### src/rtl/reg_wb_queue.sv
// Pending register-writeback queue: buffers results until the register-file
// write port is free, and exposes the youngest pending value for each read port.
module reg_wb_queue #(
  parameter int DEPTH = 4
) (
  input  logic                       clock,
  input  logic                       reset,
  input  logic                       in_valid,
  output logic                       in_ready,
  input  logic [3:0]                 in_reg,
  input  logic [3:0]                 in_data,
  input  logic                       wb_stall,
  output logic                       regwrite,
  output logic [3:0]                 write_reg,
  output logic [3:0]                 write_data,
  input  logic [3:0]                 byp_reg1,
  input  logic [3:0]                 byp_reg2,
  output logic                       byp_hit1,
  output logic                       byp_hit2,
  output logic [3:0]                 byp_data1,
  output logic [3:0]                 byp_data2,
  output logic [$clog2(DEPTH):0]     count,
  output logic                       empty,
  output logic                       full
);

  localparam int AW = $clog2(DEPTH);
  localparam int CW = AW + 1;

  logic [3:0]    entry_reg  [DEPTH];
  logic [3:0]    entry_data [DEPTH];
  logic [AW-1:0] head;
  logic [AW-1:0] tail;
  logic [AW-1:0] scan_idx;
  logic          push_fire;
  logic          do_enq;
  logic          do_pop;

  assign empty     = (count == CW'(0));
  assign full      = (count == CW'(DEPTH));
  assign in_ready  = !full;
  assign push_fire = in_valid && in_ready;
  // Writes to r0 complete the handshake but are dropped, since r0 is never written.
  assign do_enq    = push_fire && (in_reg != 4'd0);
  assign do_pop    = !empty && !wb_stall;

  always_ff @(posedge clock) begin
    if (reset) begin
      head  <= '0;
      tail  <= '0;
      count <= '0;
      for (int i = 0; i < DEPTH; i++) begin
        entry_reg[i]  <= 4'd0;
        entry_data[i] <= 4'd0;
      end
    end else begin
      if (do_enq) begin
        entry_reg[tail]  <= in_reg;
        entry_data[tail] <= in_data;
        tail             <= tail + AW'(1);
      end
      if (do_pop) begin
        head <= head + AW'(1);
      end
      case ({do_enq, do_pop})
        2'b10:   count <= count + CW'(1);
        2'b01:   count <= count - CW'(1);
        default: count <= count;
      endcase
    end
  end

  always_ff @(posedge clock) begin
    if (reset) begin
      regwrite   <= 1'b0;
      write_reg  <= 4'd0;
      write_data <= 4'd0;
    end else if (do_pop) begin
      regwrite   <= 1'b1;
      write_reg  <= entry_reg[head];
      write_data <= entry_data[head];
    end else begin
      regwrite <= 1'b0;
    end
  end

  // Lowest priority first: output register, then queue oldest-to-youngest,
  // so later matches overwrite earlier ones and the youngest wins.
  always_comb begin
    byp_hit1  = 1'b0;
    byp_data1 = 4'd0;
    byp_hit2  = 1'b0;
    byp_data2 = 4'd0;
    scan_idx  = head;
    if (regwrite && byp_reg1 != 4'd0 && write_reg == byp_reg1) begin
      byp_hit1  = 1'b1;
      byp_data1 = write_data;
    end
    if (regwrite && byp_reg2 != 4'd0 && write_reg == byp_reg2) begin
      byp_hit2  = 1'b1;
      byp_data2 = write_data;
    end
    for (int i = 0; i < DEPTH; i++) begin
      scan_idx = head + AW'(i);
      if (CW'(i) < count) begin
        if (byp_reg1 != 4'd0 && entry_reg[scan_idx] == byp_reg1) begin
          byp_hit1  = 1'b1;
          byp_data1 = entry_data[scan_idx];
        end
        if (byp_reg2 != 4'd0 && entry_reg[scan_idx] == byp_reg2) begin
          byp_hit2  = 1'b1;
          byp_data2 = entry_data[scan_idx];
        end
      end
    end
  end

endmodule
### config.mk
export PLATFORM = sky130hd
export DESIGN_NAME = reg_wb_queue
export DESIGN_NICKNAME = d
export VERILOG_FILES = /design/src/rtl/reg_wb_queue.sv
export SDC_FILE = /design/constraint.sdc
export NUM_CORES = 1
export LEC_CHECK = 0
export CAP_MARGIN = 5
export CORE_MARGIN = 8
export CORE_UTILIZATION = 29
export CTS_CLUSTER_DIAMETER = 120
export DETAILED_ROUTE_END_ITERATION = 10
export HOLD_SLACK_MARGIN = 0.15
export PLACE_DENSITY_LB_ADDON = 0.05
export SYNTH_ARGS = -nofsm -noshare
export SYNTH_HDL_FRONTEND = slang
export SYNTH_SLANG_ARGS = --single-unit
### constraint.sdc
create_clock -name clock -period 3.5 [get_ports clock]
set_input_delay 0.7 -clock clock [delete_from_list [all_inputs] [get_ports clock]]
set_output_delay 0.7 -clock clock [all_outputs]
set_load 0.005 [all_outputs]
==> results.py <==
metrics = {
    "critical_path": {
        "critPathMostFrequentCell": "sky130_fd_sc_hd__buf_6",
        "crit_fanout": 7,
        "timing_worst_setup_path_type": "flip-flop to primary output",
        "worst_path_cell_with_the_longest_stage_delay": "sky130_fd_sc_hd__mux4_2",
        "critical_path.startpoint_type": "flip-flop",
        "critical_path.n_buffers_inverters": 4,
        "r2r-start": "count[0]",
        "cp_slowest_stage_delay_ps": 560,
        "worst_ep_required_time_ps": 2800,
        "worst_r2r_endpoint": "count[2]",
        "startpoint": "head[0]",
        "endpoint_kind": "primary output",
        "worstPathArrival_ps": 2870,
        "timing.critical_path.max_delay_family": "compound AO/OA/AOI/OAI gates",
        "setup.worst_path.end": "byp_data1[0]",
        "worst-r2r-cell-count": 9,
        "critical_path.cell_chain": "buf_12 > mux4_2 > or3_4 > a211oi_2 > o22a_2 > buf_6 > buf_6 > a221oi_4 > o311ai_4 > buf_2",
        "critical_path_depth": 10,
        "r2r_setup_slack_ps": 1270,
    },
    "finish": {
        "final_core_utilization_pct": 43.75,
        "fin_area_um2": 5748,
        "seqCellArea_um2": 1324,
        "multi_input_gate_area_in_the_final_layout_um2": 2693,
        "count_of_inserted_antenna_diode_cells": 0,
        "areaGrowthSynthToFinish_pct": 49.11,
        "layout_cells_sized_above_1_pct": 39.46,
        "fin_nets": 541,
        "fillerInstances": 1315,
    },
    "global_routing": {
        "track_usage_pct": 14.46,
        "grt-ovfl-total": 0,
        "grt_first_pass_wirelength_um": 19730,
        "maximum_number_of_pins_on_one_net_before_global_route_repair": 19,
        "grt_antenna_before_repair": 0,
        "first_global_vias": 3513,
    },
    "timing": {
        "worst_clock_skew_ps": 11.06,
        "final_critical_path_setup_slack_ps": -67.01,
        "timing.final.max_slew_violations": 0,
        "number_of_hold_violations_in_the_final_report": 0,
        "setup_tns_ps": -230.2,
        "setup_repair_after_global_routing_missed_its_margin": "true",
        "crit_share_post_route_pct": 101.9,
        "maxSlewHeadroom_pct": 63.74,
        "fin_worst_hold_slack_ps": 564.1,
        "finalCriticalPeriod_ps": 3567,
        "number_of_setup_violations_in_the_final_report": 4,
        "timing.fmax_ghz": 0.2803,
        "tightest_slew_ps": 542.1,
    },
    "synthesis": {
        "ys_seq_area_share_pct": 34.27,
        "syn_area_um2": 3855,
        "synth_area_leaders": "sky130_fd_sc_hd__edfxtp_1 (25%), sky130_fd_sc_hd__mux4_2 (14%), sky130_fd_sc_hd__dfxtp_1 (9.3%), sky130_fd_sc_hd__mux2i_1 (7.5%), sky130_fd_sc_hd__xnor2_1 (4.3%)",
        "synth_top_area_cell": "sky130_fd_sc_hd__edfxtp_1",
        "number_of_standard_cells_after_synthesis": 380,
        "synth.most_common_cell": "sky130_fd_sc_hd__nor2_1",
        "synthArstFlopShare_pct": 0,
        "yosys.area.top_type_share_pct": 24.93,
        "yosysWarningCount": 0,
        "mappedNetlistNets": 405,
        "postSynthRegisterBits": 50,
        "synth_common_cells": "sky130_fd_sc_hd__nor2_1 (43), sky130_fd_sc_hd__edfxtp_1 (32), sky130_fd_sc_hd__nand2_1 (32), sky130_fd_sc_hd__mux2i_1 (29), sky130_fd_sc_hd__mux4_2 (24)",
        "yosys_most_used_dff": "sky130_fd_sc_hd__edfxtp_1",
        "syn_area_per_cell_um2": 10.14,
        "post_synth_num_cell_types": 52,
        "synth_enable_flop_cells": 32,
    },
    "drt": {
        "firstDrtPassIters": 4,
        "drt-initial-drc-count": 180,
        "drt.antenna.violating_nets": 0,
        "drt-total-wl_um": 12360,
        "dr_total_vias": 3368,
        "viasPerCell": 4.860,
        "drt_drc_violations_left": 0,
        "route.detailed.wl_per_inst_um": 17.83,
    },
    "placement": {
        "placed_area_um2": 5006,
        "io_buffer_count": 44,
        "dpl_worst_slack_ps": -643.7,
        "place.detailed.hpwl_um": 9482,
        "global_placer_s_final_weighted_congestion": 0.8644,
    },
    "power_and_ir_drop": {
        "leakagePower_uw": 0.002280,
        "ir_drop_v": 0.0002370,
        "pwr_density_cell_nw_per_um2": 544.1,
    },
    "clock_tree": {
        "clkSlewWorstSetupHoldPaths_ps": 70,
        "numClockSinks": 50,
        "clock_path_buffers": 2,
        "cts-htree-levels": 2,
        "cts_tree": "done",
        "clock-root-buffer": "sky130_fd_sc_hd__clkbuf_16",
        "inserted_clock_buffers": 5,
        "clk-insertion-delay-late_ps": 310,
    },
    "floorplan": {
        "io-pin-count": 45,
        "initial_util_pct": 29.34,
        "std_cell_rows": 42,
        "die_height_um": 131.3,
        "total_die_area_um2": 17240,
        "width_of_the_chip_um": 131.3,
        "core_region_area_um2": 13140,
    },
    "min_path": {
        "hp-class": "flip-flop to flip-flop",
        "worstHoldStart": "count[1]",
    },
    "status": {
        "outcome": "finished with violations",
        "violations": "setup timing",
    },
    "job": {
        "maxCapViolCount": 0,
    },
}
-- worst register-to-register path, delay by kind of cell, from the launching register on --
family / cells / cell delay, ps
AND/OR/NAND/NOR: 3 / 740
adder cells (fa/ha/maj): 2 / 590
buffers and inverters: 3 / 360
flip-flops: 1 / 340
AO/OA/AOI/OAI: 1 / 130
-- through the flow --
step	power, uW	cells
3_5_place_dp	2343	654
6_report	3127	693
2_1_floorplan	1708	380
3_3_place_gp	2347	654
4_1_cts	3077	686
5_1_grt	3322	693
-- kinds of logic (layout without fill, tap and decap cells) --
family	count (synthesis)	count (layout)	synth area share (%)
compound gates	55	55	11.72
mux	54	54	21.84
flops	50	50	34.27
simple gates	144	144	18.27
fa+ha+maj	5	5	1.623
xor+xnor	36	36	8.179
buf+inv	36	173	4.090
-- metal layers --
metal	GRT usage, %	vias to the layer above	wire length (um)
li1	-	1673	-
met1	18.44	1608	5831
met2	23.45	69	5763
met3	3.011	18	437
met4	5.743	0	323
met5	0	-	0
-- worst min-delay path by stage --
stage               cells past startpoint  slack, ps             to
CTS                                     2        570       count[1]
global route                            2        590       count[1]
global placement                        2        550       count[1]
floorplan                               2        530  write_data[0]
detailed placement                      2        560  write_data[1]
finish                                  2        560       count[1]
-- timing repair --
item                       4_1_cts  5_1_grt
pin swaps                       21       14
hold endpoints to repair         0        0
resized for setup               94       28
buffers inserted                26        8
hold buffers                     0        0
setup endpoints to repair       10        9
-- layout make-up --
class | instances | area share, %
Clock inverter | 3 | 0.4789
Inverter | 14 | 0.9142
Sequential cell | 50 | 23.03
Clock buffer | 5 | 2.177
Tap cell | 176 | 3.831
Timing Repair Buffer | 151 | 22.73
Multi-Input combinational cell | 294 | 46.84
-- where the power goes --
part           switching [uW]  internal, uW
combinational             840           962
sequential               83.4           720
clock                     249           273
-- cell usage in the layout, fill, tap and decap left out, types with 3 or more instances in the layout --
master                            netlist  routed
sky130_fd_sc_hd__a211oi_2               0       4
sky130_fd_sc_hd__a21oi_1                4       3
sky130_fd_sc_hd__a221o_1                4       4
sky130_fd_sc_hd__a311o_1                4       4
sky130_fd_sc_hd__and2_1                19      14
sky130_fd_sc_hd__and2_4                 0       5
sky130_fd_sc_hd__buf_2                  3       8
sky130_fd_sc_hd__buf_4                  1      84
sky130_fd_sc_hd__buf_6                  2      21
sky130_fd_sc_hd__clkbuf_16              0       5
sky130_fd_sc_hd__clkdlybuf4s50_1        0      29
sky130_fd_sc_hd__dfxtp_1               18      16
sky130_fd_sc_hd__dlygate4sd2_1          0       3
sky130_fd_sc_hd__dlymetal6s2s_1         0       3
sky130_fd_sc_hd__edfxtp_1              32      32
sky130_fd_sc_hd__ha_1                   5       5
sky130_fd_sc_hd__inv_1                 13      13
sky130_fd_sc_hd__mux2i_1               29      27
sky130_fd_sc_hd__mux4_2                24      24
sky130_fd_sc_hd__nand2_1               32      30
sky130_fd_sc_hd__nand2b_1              11      11
sky130_fd_sc_hd__nand3_1                6       6
sky130_fd_sc_hd__nand4_1                3       3
sky130_fd_sc_hd__nor2_1                43      41
sky130_fd_sc_hd__nor3_1                 8       6
sky130_fd_sc_hd__nor3b_1                4       3
sky130_fd_sc_hd__o211ai_1               3       3
sky130_fd_sc_hd__o21ba_2                5       5
sky130_fd_sc_hd__o21bai_1               4       4
sky130_fd_sc_hd__or2_2                  4       4
sky130_fd_sc_hd__or3_4                  0       3
sky130_fd_sc_hd__xnor2_1               19      19
sky130_fd_sc_hd__xor2_1                17      17
(Power assumes the default switching activity.)
